## config.mk

```make
export PLATFORM = sky130hd
export DESIGN_NAME = cpu_bus_if
export DESIGN_NICKNAME = d
export VERILOG_FILES = /design/src/rtl/cpu_pkg.sv /design/src/rtl/cpu_bus_if.sv
export SDC_FILE = /design/constraint.sdc
export NUM_CORES = 1
export LEC_CHECK = 0
export CORE_MARGIN = 2
export CORE_UTILIZATION = 39
export CTS_BUF_LIST = sky130_fd_sc_hd__clkbuf_8
export CTS_CLUSTER_DIAMETER = 80
export DETAILED_ROUTE_END_ITERATION = 10
export GPL_TIMING_DRIVEN = 0
export PLACE_DENSITY_LB_ADDON = 0.05
export SLEW_MARGIN = 20
export SYNTH_ARGS = -nofsm -noshare
export SYNTH_HDL_FRONTEND = slang
export SYNTH_SLANG_ARGS = --single-unit
```

## constraint.sdc

```tcl
create_clock -name clk -period 2.6 [get_ports clk]
set_clock_uncertainty 0.05 [all_clocks]
set_input_delay 0.39 -clock clk [delete_from_list [all_inputs] [get_ports clk]]
set_output_delay 0.39 -clock clk [all_outputs]
set_load 0.02 [all_outputs]
```

## src/rtl/cpu_pkg.sv

```systemverilog
// cpu_pkg: shared CPU encodings for memory ops, bus-interface states and bus signal levels.
package cpu_pkg;
  localparam logic [1:0] MEM_OP_NOP = 2'd0;
  localparam logic [1:0] MEM_OP_LDW = 2'd1;
  localparam logic [1:0] MEM_OP_STW = 2'd2;
  localparam logic READ = 1'b1;
  localparam logic WRITE = 1'b0;
  localparam logic ENABLE_ = 1'b0;
  localparam logic DISABLE_ = 1'b1;
  localparam int SPM_MSB = 29;
  localparam int SPM_LSB = 27;
  typedef enum logic [1:0] {
    BUS_IF_STATE_IDLE = 2'd0,
    BUS_IF_STATE_REQ = 2'd1,
    BUS_IF_STATE_ACCESS = 2'd2,
    BUS_IF_STATE_STALL = 2'd3
  } bus_if_state_e;
endpackage

```

## src/rtl/cpu_bus_if.sv

```systemverilog
// cpu_bus_if: MEM-stage responder; single-cycle SPM word access, arbitrated system-bus access otherwise.
module cpu_bus_if
  import cpu_pkg::*;
#(
  parameter logic [2:0] SPM_PAGE = 3'h3
) (
  input  logic        clk,
  input  logic        reset,
  input  logic        stall,
  input  logic        flush,
  input  logic [1:0]  mem_op,
  input  logic [29:0] addr,
  input  logic [31:0] wr_data,
  output logic [31:0] rd_data,
  output logic        busy,
  input  logic [31:0] spm_rd_data,
  output logic [29:0] spm_addr,
  output logic        spm_as_,
  output logic        spm_rw,
  output logic [31:0] spm_wr_data,
  output logic        bus_req_,
  input  logic        bus_grnt_,
  output logic [29:0] bus_addr,
  output logic        bus_as_,
  output logic        bus_rw,
  output logic [31:0] bus_wr_data,
  input  logic        bus_rdy_,
  input  logic [31:0] bus_rd_data
);
  bus_if_state_e state_q, state_d;
  logic bus_req_q, bus_req_d, bus_as_q, bus_as_d, bus_rw_q, bus_rw_d;
  logic [29:0] bus_addr_q, bus_addr_d;
  logic [31:0] bus_wr_data_q, bus_wr_data_d, rd_buf_q, rd_buf_d;
  logic active, to_spm;
  assign active = !flush && (mem_op == MEM_OP_LDW || mem_op == MEM_OP_STW);
  assign to_spm = addr[SPM_MSB:SPM_LSB] == SPM_PAGE;
  assign spm_addr = addr;
  assign spm_wr_data = wr_data;
  assign bus_req_ = bus_req_q;
  assign bus_as_ = bus_as_q;
  assign bus_rw = bus_rw_q;
  assign bus_addr = bus_addr_q;
  assign bus_wr_data = bus_wr_data_q;
  always_comb begin
    state_d = state_q;
    bus_req_d = bus_req_q;
    bus_as_d = bus_as_q;
    bus_rw_d = bus_rw_q;
    bus_addr_d = bus_addr_q;
    bus_wr_data_d = bus_wr_data_q;
    rd_buf_d = rd_buf_q;
    busy = 1'b0;
    rd_data = '0;
    spm_as_ = DISABLE_;
    spm_rw = READ;
    case (state_q)
      BUS_IF_STATE_IDLE: begin
        if (active && to_spm) begin
          spm_as_ = ENABLE_;
          spm_rw = (mem_op == MEM_OP_LDW) ? READ : WRITE;
          rd_data = spm_rd_data;
        end else if (active) begin
          busy = 1'b1;
          bus_addr_d = addr;
          bus_rw_d = (mem_op == MEM_OP_LDW) ? READ : WRITE;
          bus_wr_data_d = wr_data;
          bus_req_d = ENABLE_;
          state_d = BUS_IF_STATE_REQ;
        end
      end
      BUS_IF_STATE_REQ: begin
        busy = 1'b1;
        if (bus_grnt_ == ENABLE_) begin
          bus_as_d = ENABLE_;
          state_d = BUS_IF_STATE_ACCESS;
        end
      end
      BUS_IF_STATE_ACCESS: begin
        // strobe is a one-cycle pulse at the start of ACCESS
        bus_as_d = DISABLE_;
        if (bus_rdy_ == ENABLE_) begin
          rd_data = bus_rd_data;
          rd_buf_d = bus_rd_data;
          bus_req_d = DISABLE_;
          state_d = stall ? BUS_IF_STATE_STALL : BUS_IF_STATE_IDLE;
        end else begin
          busy = 1'b1;
        end
      end
      BUS_IF_STATE_STALL: begin
        rd_data = rd_buf_q;
        if (!stall) state_d = BUS_IF_STATE_IDLE;
      end
    endcase
  end
  always_ff @(posedge clk) begin
    if (reset) begin
      state_q <= BUS_IF_STATE_IDLE;
      bus_req_q <= DISABLE_;
      bus_as_q <= DISABLE_;
      bus_rw_q <= READ;
      bus_addr_q <= '0;
      bus_wr_data_q <= '0;
      rd_buf_q <= '0;
    end else begin
      state_q <= state_d;
      bus_req_q <= bus_req_d;
      bus_as_q <= bus_as_d;
      bus_rw_q <= bus_rw_d;
      bus_addr_q <= bus_addr_d;
      bus_wr_data_q <= bus_wr_data_d;
      rd_buf_q <= rd_buf_d;
    end
  end
endmodule

```

==> results of run 1 <==
[cell families (layout without fill, tap and decap cells)]
logic type	count (synthesis)	count (layout)	synth area share, %
buf+inv	129	446	15.1
fa+ha+maj	1	1	0.249
simple gates	205	206	19.7
flops	99	99	39.5
compound gates	227	227	25.5
[stage by stage]
| stage | power [mW] | utilization [%] | TNS, ns | instance area (um2) | worst slack (ns) |
|---|---|---|---|---|---|
| 6_report | 3.67 | 66.1 | 0 | 8310 | 0.0522 |
| 5_1_grt | 3.84 | 66.1 | 0 | 8310 | 0.000604 |
| 4_1_cts | 3.69 | 66.2 | 0 | 8320 | 0.00301 |
| 3_5_place_dp | 2.83 | 65.0 | -38.89 | 8180 | -0.917 |
| 3_3_place_gp | 2.81 | 65.0 | -35.70 | 8180 | -0.898 |
| 2_1_floorplan | 2.22 | - | 0 | 5020 | 0.215 |
[synth_stat cells]
library cell	count	share of area (%)
buf_6	5	1.1
buf_2	1	0.10
clkbuf_1	56	4.2
nand3_1	62	6.2
ha_1	1	0.25
nor4_2	1	0.25
o221a_2	2	0.45
nor2b_1	1	0.12
a211oi_1	1	0.15
or4_4	1	0.22
or3_1	1	0.12
a21oi_1	94	9.4
nand3b_1	1	0.15
buf_4	62	9.3
o221ai_1	1	0.17
nand2_1	98	7.3
nor2_8	1	0.40
nor3b_1	2	0.30
nor2_1	2	0.15
a22o_1	32	5.6
a2111oi_0	1	0.17
dfxtp_1	99	40
inv_1	5	0.37
nand2b_1	33	4.1
and3b_1	1	0.17
o21ai_0	96	9.6
or3b_2	1	0.17
[placed cells by master (no fill, tap or decap), types with 32 or more instances in the layout]
cell type          n
a21oi_1           94
a22o_1            32
buf_4             71
clkbuf_1          49
clkdlybuf4s50_1  256
dfxtp_1           97
nand2_1           98
nand2b_1          33
nand3_1           62
o21ai_0           96
[sequential cells by signal, indices dropped and copies added, names as in the netlist]
signal and flops:
bus_req_ 1, bus_as_ 1, state_q 2, rd_buf_q 32, bus_rw 1, bus_addr 30
bus_wr_data 32
[what timing repair did]
action / in CTS / in global routing
resized for setup: 157 / 14
gates cloned: 4 / 0
setup buffers: 6 / 0
hold endpoints to repair: 0 / 0
endpoints found under the setup margin: 35 / 31
pin swaps: 6 / 5
[final timing paths]
kind	from	endpoint	slack, ns	cells after the start
worst max register to register	state_q[1]$_SDFFE_PP0P_	bus_wr_data[14]$_SDFFE_PP0P_	0.59	4
worst min-delay path	mem_op[0]	bus_rw$_SDFFE_PP1P_	0.38	4
worst max-delay path	state_q[1]$_SDFFE_PP0P_	rd_data[1]	0.05	6
worst min register to register	rd_buf_q[27]$_SDFFE_PP0P_	rd_buf_q[27]$_SDFFE_PP0P_	0.41	2
[power breakdown]
part	leakage, nW	internal, mW	switching (mW)
Combinational	2.23	0.587	0.582
Clock	0.0850	0.337	0.527
Sequential	0.806	1.59	0.0418
[per-layer routing]
metal  part of all wire [%]  GRT usage [%]
met1                     40           30.0
met2                     51           47.8
met3                    7.8           7.54
met4                    1.4           6.55
met5                      0              0
[final cells by class]
cell class / instances / area, um2
Multi-Input combinational cell: 434 / 2300
Sequential cell: 99 / 1990
Fill cell: 1095 / 4260
Clock inverter: 7 / 38.8
Clock buffer: 9 / 124
Timing Repair Buffer: 303 / 2880
Buffer: 122 / 738
Inverter: 5 / 18.8
Tap cell: 172 / 215
[worst register-to-register path, stage by stage (launching register included)]
cell,delay [ns]
dfxtp_2,0.37
nor4_2,0.76
clkbuf_1,0.45
nand3_1,0.16
a21oi_1,0.15
==> results.py, run 1 <==
metrics = {
    "outcome": {
        "status": "finished clean",
    },
    "detailed_routing": {
        "drt_iter0_markers": 340,
        "drt_first_pass_iters": 5,
        "vias": 5818,
        "drt-total-wl_um": 18600,
        "wl_per_cell_um": 16.2,
        "drc": 0,
        "antenna_left": 0,
        "via_per_inst": 5.05,
    },
    "place": {
        "io_buffer_count": 294,
        "globalplace.congestion": 0.787,
        "dpl.cell_count": 1127,
        "place_hpwl_um": 14100,
    },
    "synthesis": {
        "ys_ff_latch": 99,
        "yosysSeqAreaShare_pct": 39.5,
        "synthCells": 661,
        "yosys_warnings": 0,
        "syn_area_per_cell_um2": 7.59,
        "yosysUniqueCellTypes": 27,
        "synth_area_mm2": 0.00502,
        "synth_fp_nets": 796,
    },
    "global_routing": {
        "grt_pass1_wl_um": 29500,
        "grt_max_degree": 16,
        "antenna_found_initial": 0,
        "grt_usage_pct": 26.2,
        "grt_overflow": 0,
        "first_global_vias": 5687,
    },
    "clocking": {
        "clock_latency_ns": 0.35,
        "numCtsBuffers": 9,
        "cts_tree": "yes",
        "clkSlewWorstSetupHoldPaths_ns": 0.09,
        "cts_htree_levels": 3,
        "cts_root_buf": "clkbuf_8",
        "cts-hold-fix-buffers": 0,
        "clock-sinks": 99,
        "cts.path.max_buffers": 2,
    },
    "critical_path": {
        "cp_top_family": "simple AND/OR/NAND/NOR gates",
        "cp_max_fo": 7,
        "slowest_stage": "or4_4",
        "crit_arrival_ns": 2.11,
        "crit_top_cell": "buf_6",
        "crit_path_max_incr_delay_ns": 0.56,
        "worstSetupEndpointType": "primary output",
        "crit_type": "flop to primary output",
        "path_buf_inv": 3,
        "cp-start-kind": "flop",
        "crit_path_cell_trace": "or4_4 > buf_12 > nor2_8 > buf_6 > a22o_1 > buf_6",
        "required_ns": 2.16,
    },
    "timing": {
        "timing.fmax_mhz": 392,
        "period_share_pct": 98.0,
        "fin_crit_ns": 2.55,
        "hold_viol_final": 0,
        "finalMaxSlewViolations": 0,
        "whs_ns": 0.382,
        "worst_slew_margin_rel_pct": 43.6,
        "rsz0062_at_grt": "false",
        "worstMarginPinSlew_ns": 0.839,
        "finalSetupViolations": 0,
    },
    "die": {
        "core_area_mm2": 0.0126,
        "fp-row-count": 41,
        "die_y_um": 117,
        "die_area_mm2": 0.0138,
        "die_x_um": 117,
        "start_util_pct": 39.9,
        "ios": 296,
    },
    "finish": {
        "nNetsFinal": 1109,
        "diodes": 0,
        "drive_gt1_share_pct": 14.3,
        "area_growth_pct": 65.5,
        "final_cell_count_no_fill": 1151,
    },
    "power_and_ir_drop": {
        "powerDensity_mw_per_mm2": 442,
        "power_leakage_nw": 3.12,
        "peakVddDrop_uv": 235,
    },
    "worst_hold_path": {
        "min_path_type": "input pin to flop",
    },
    "job": {
        "max_cap_violations": 0,
    },
}
Note: power is estimated with default switching activity, not from simulation.
==> run 2: changes to the inputs <==
==> constraint.sdc (replaced) <==
create_clock -name clk -period 2.8 [get_ports clk]
set_clock_uncertainty 0.05 [all_clocks]
set_input_delay 0.42 -clock clk [delete_from_list [all_inputs] [get_ports clk]]
set_output_delay 0.42 -clock clk [all_outputs]
set_load 0.02 [all_outputs]
==> run 2 against run 1 <==
Against the previous run:
- final area about the same
- combinational power down 7%
- first-iteration DRC count down 2.1%
- via count down 0.19%
- final cell count about the same
- critical path depth up 2
- sequential power down 7%
- core utilization about the same
- sequential share of layout area down 0.071 points
- wire length about the same
==> results.py, run 2 (same netlist as run 1, synthesis figures left out) <==
metrics = {
    "outcome": {
        "status": "finished clean",
    },
    "place": {
        "place_hpwl_um": 14100,
        "dpl.cell_count": 1127,
        "globalplace.congestion": 0.787,
        "dp_slack_ns": -0.777,
        "io_buffer_count": 294,
    },
    "global_routing": {
        "grt_usage_pct": 26.2,
        "grt_overflow": 0,
        "grt_pass1_wl_um": 29400,
        "first_global_vias": 5685,
        "antenna_found_initial": 0,
        "use_met2_pct": 47.8,
        "grt_max_degree": 16,
        "use_met3_pct": 7.49,
        "busiest_layer": "met2",
        "met1_usage_pct": 30.0,
    },
    "timing": {
        "rsz0062_at_grt": "false",
        "hold_viol_final": 0,
        "fin_crit_ns": 2.75,
        "worstMarginPinSlew_ns": 0.883,
        "finalMaxSlewViolations": 0,
        "period_share_pct": 98.4,
        "timing.fmax_mhz": 363,
        "worst_slew_margin_rel_pct": 40.7,
        "worst_slack_ns": 0.0450,
        "finalSetupViolations": 0,
        "whs_ns": 0.408,
    },
    "clocking": {
        "cts_root_buf": "clkbuf_8",
        "cts_tree": "yes",
        "cts.path.max_buffers": 2,
        "numCtsBuffers": 9,
        "cts_htree_levels": 3,
        "clkSlewWorstSetupHoldPaths_ns": 0.09,
        "clock-sinks": 99,
        "clock_latency_ns": 0.35,
    },
    "worst_hold_path": {
        "min_path_type": "flop to flop",
    },
    "finish": {
        "diodes": 0,
        "seq_area_mm2": 0.00198,
        "multi_input_area_mm2": 0.00230,
        "mostFrequentLayoutCell": "clkdlybuf4s50_1",
        "drive_gt1_share_pct": 13.5,
        "nNetsFinal": 1110,
        "fill_cells": 1088,
        "final_cell_count_no_fill": 1152,
        "utilization_pct": 66.1,
        "final_cell_mix": "257 x clkdlybuf4s50_1, 99 x dfxtp_1, 98 x nand2_1",
        "area_growth_pct": 65.6,
    },
    "critical_path": {
        "path_buf_inv": 4,
        "worstSetupEndpointType": "primary output",
        "crit_path_cell_trace": "dlygate4sd2_1 > ha_4 > or4_4 > buf_12 > nor2_8 > buf_6 > a22o_1 > buf_6",
        "required_ns": 2.33,
        "slowest_stage": "or4_4",
        "cp_top_family": "buffers and inverters",
        "cp-start-kind": "input pin",
        "crit_top_cell": "buf_6",
        "crit_arrival_ns": 2.28,
        "cp_max_fo": 7,
        "crit_path_max_incr_delay_ns": 0.54,
        "crit_type": "input pin to primary output",
    },
    "detailed_routing": {
        "via_per_inst": 5.04,
        "drt_first_pass_iters": 5,
        "drc": 0,
        "drt-total-wl_um": 18600,
        "vias": 5807,
        "wl_per_cell_um": 16.2,
        "antenna_left": 0,
        "drt_iter0_markers": 333,
    },
    "power_and_ir_drop": {
        "powerDensity_mw_per_mm2": 410,
        "p_sw_share_pct": 31.3,
        "power_frac_comb_pct": 32.0,
        "switchingPower_mw": 1.07,
        "power_leakage_nw": 3.11,
        "clockPowerShare_pct": 23.5,
        "peakVddDrop_uv": 219,
        "seqPwrFrac_pct": 44.5,
        "power.internal_mw": 2.34,
    },
    "die": {
        "core_area_mm2": 0.0126,
        "fp-row-count": 41,
        "die_area_mm2": 0.0138,
        "die_x_um": 117,
        "start_util_pct": 39.9,
        "die_y_um": 117,
        "ios": 296,
    },
    "job": {
        "max_cap_violations": 0,
    },
}
==> run 2: worst paths after layout <==
path                        startpoint                   endpoint  slack (ns)  cells after the start
min          rd_buf_q[27]$_SDFFE_PP0P_  rd_buf_q[27]$_SDFFE_PP0P_        0.41                      2
min reg2reg  rd_buf_q[27]$_SDFFE_PP0P_  rd_buf_q[27]$_SDFFE_PP0P_        0.41                      2
max                          mem_op[0]                 rd_data[1]        0.05                      8
max reg2reg    state_q[0]$_SDFFE_PP0P_  bus_addr[26]$_SDFFE_PP0P_        0.72                      5
==> run 2: timing repair <==
item	in CTS	in global routing
cloned	4	0
hold buffers	0	0
resized for setup	149	6
setup endpoints to repair	35	9
setup buffers	5	0
pin swaps	5	0
==> run 2: power by group through the flow <==
stage / combinational, mW / clock, mW / sequential, mW
after floorplan: 0.450 / 0 / 1.61
after global placement: 1.07 / 0 / 1.54
after detailed placement: 1.08 / 0 / 1.55
after CTS: 1.09 / 0.817 / 1.51
after global routing: 1.17 / 0.875 / 1.52
final: 1.09 / 0.799 / 1.51
==> run 2: metrics by stage <==
stage | setup TNS, ns | power [mW] | area (um2)
2_1_floorplan | 0 | 2.06 | 5020
3_3_place_gp | -24.52 | 2.61 | 8180
3_5_place_dp | -25.18 | 2.63 | 8180
4_1_cts | 0 | 3.42 | 8310
5_1_grt | 0 | 3.56 | 8310
6_report | 0 | 3.40 | 8310
==> run 2: layer usage <==
layer  up-vias  part of all wire, %
li1       2840                    -
met1      2733                   40
met2       214                   51
met3        20                  7.8
met4         0                  1.4
met5         -                    0
==> run 2: cell type report <==
type | count | area share [%]
Inverter | 5 | 0.226
Clock inverter | 7 | 0.467
Clock buffer | 9 | 1.49
Tap cell | 172 | 2.59
Timing Repair Buffer | 302 | 34.6
Sequential cell | 99 | 23.9
Multi-Input combinational cell | 434 | 27.7
Buffer | 124 | 9.02
==> run 2: worst reg2reg max path, delay by kind of cell (launching register included) <==
family / cells / cell delay [ns]
DFF: 1 / 0.32
buffers and inverters: 2 / 0.56
AOI/OAI and AO/OA: 1 / 0.16
and+or+nand+nor: 2 / 0.93
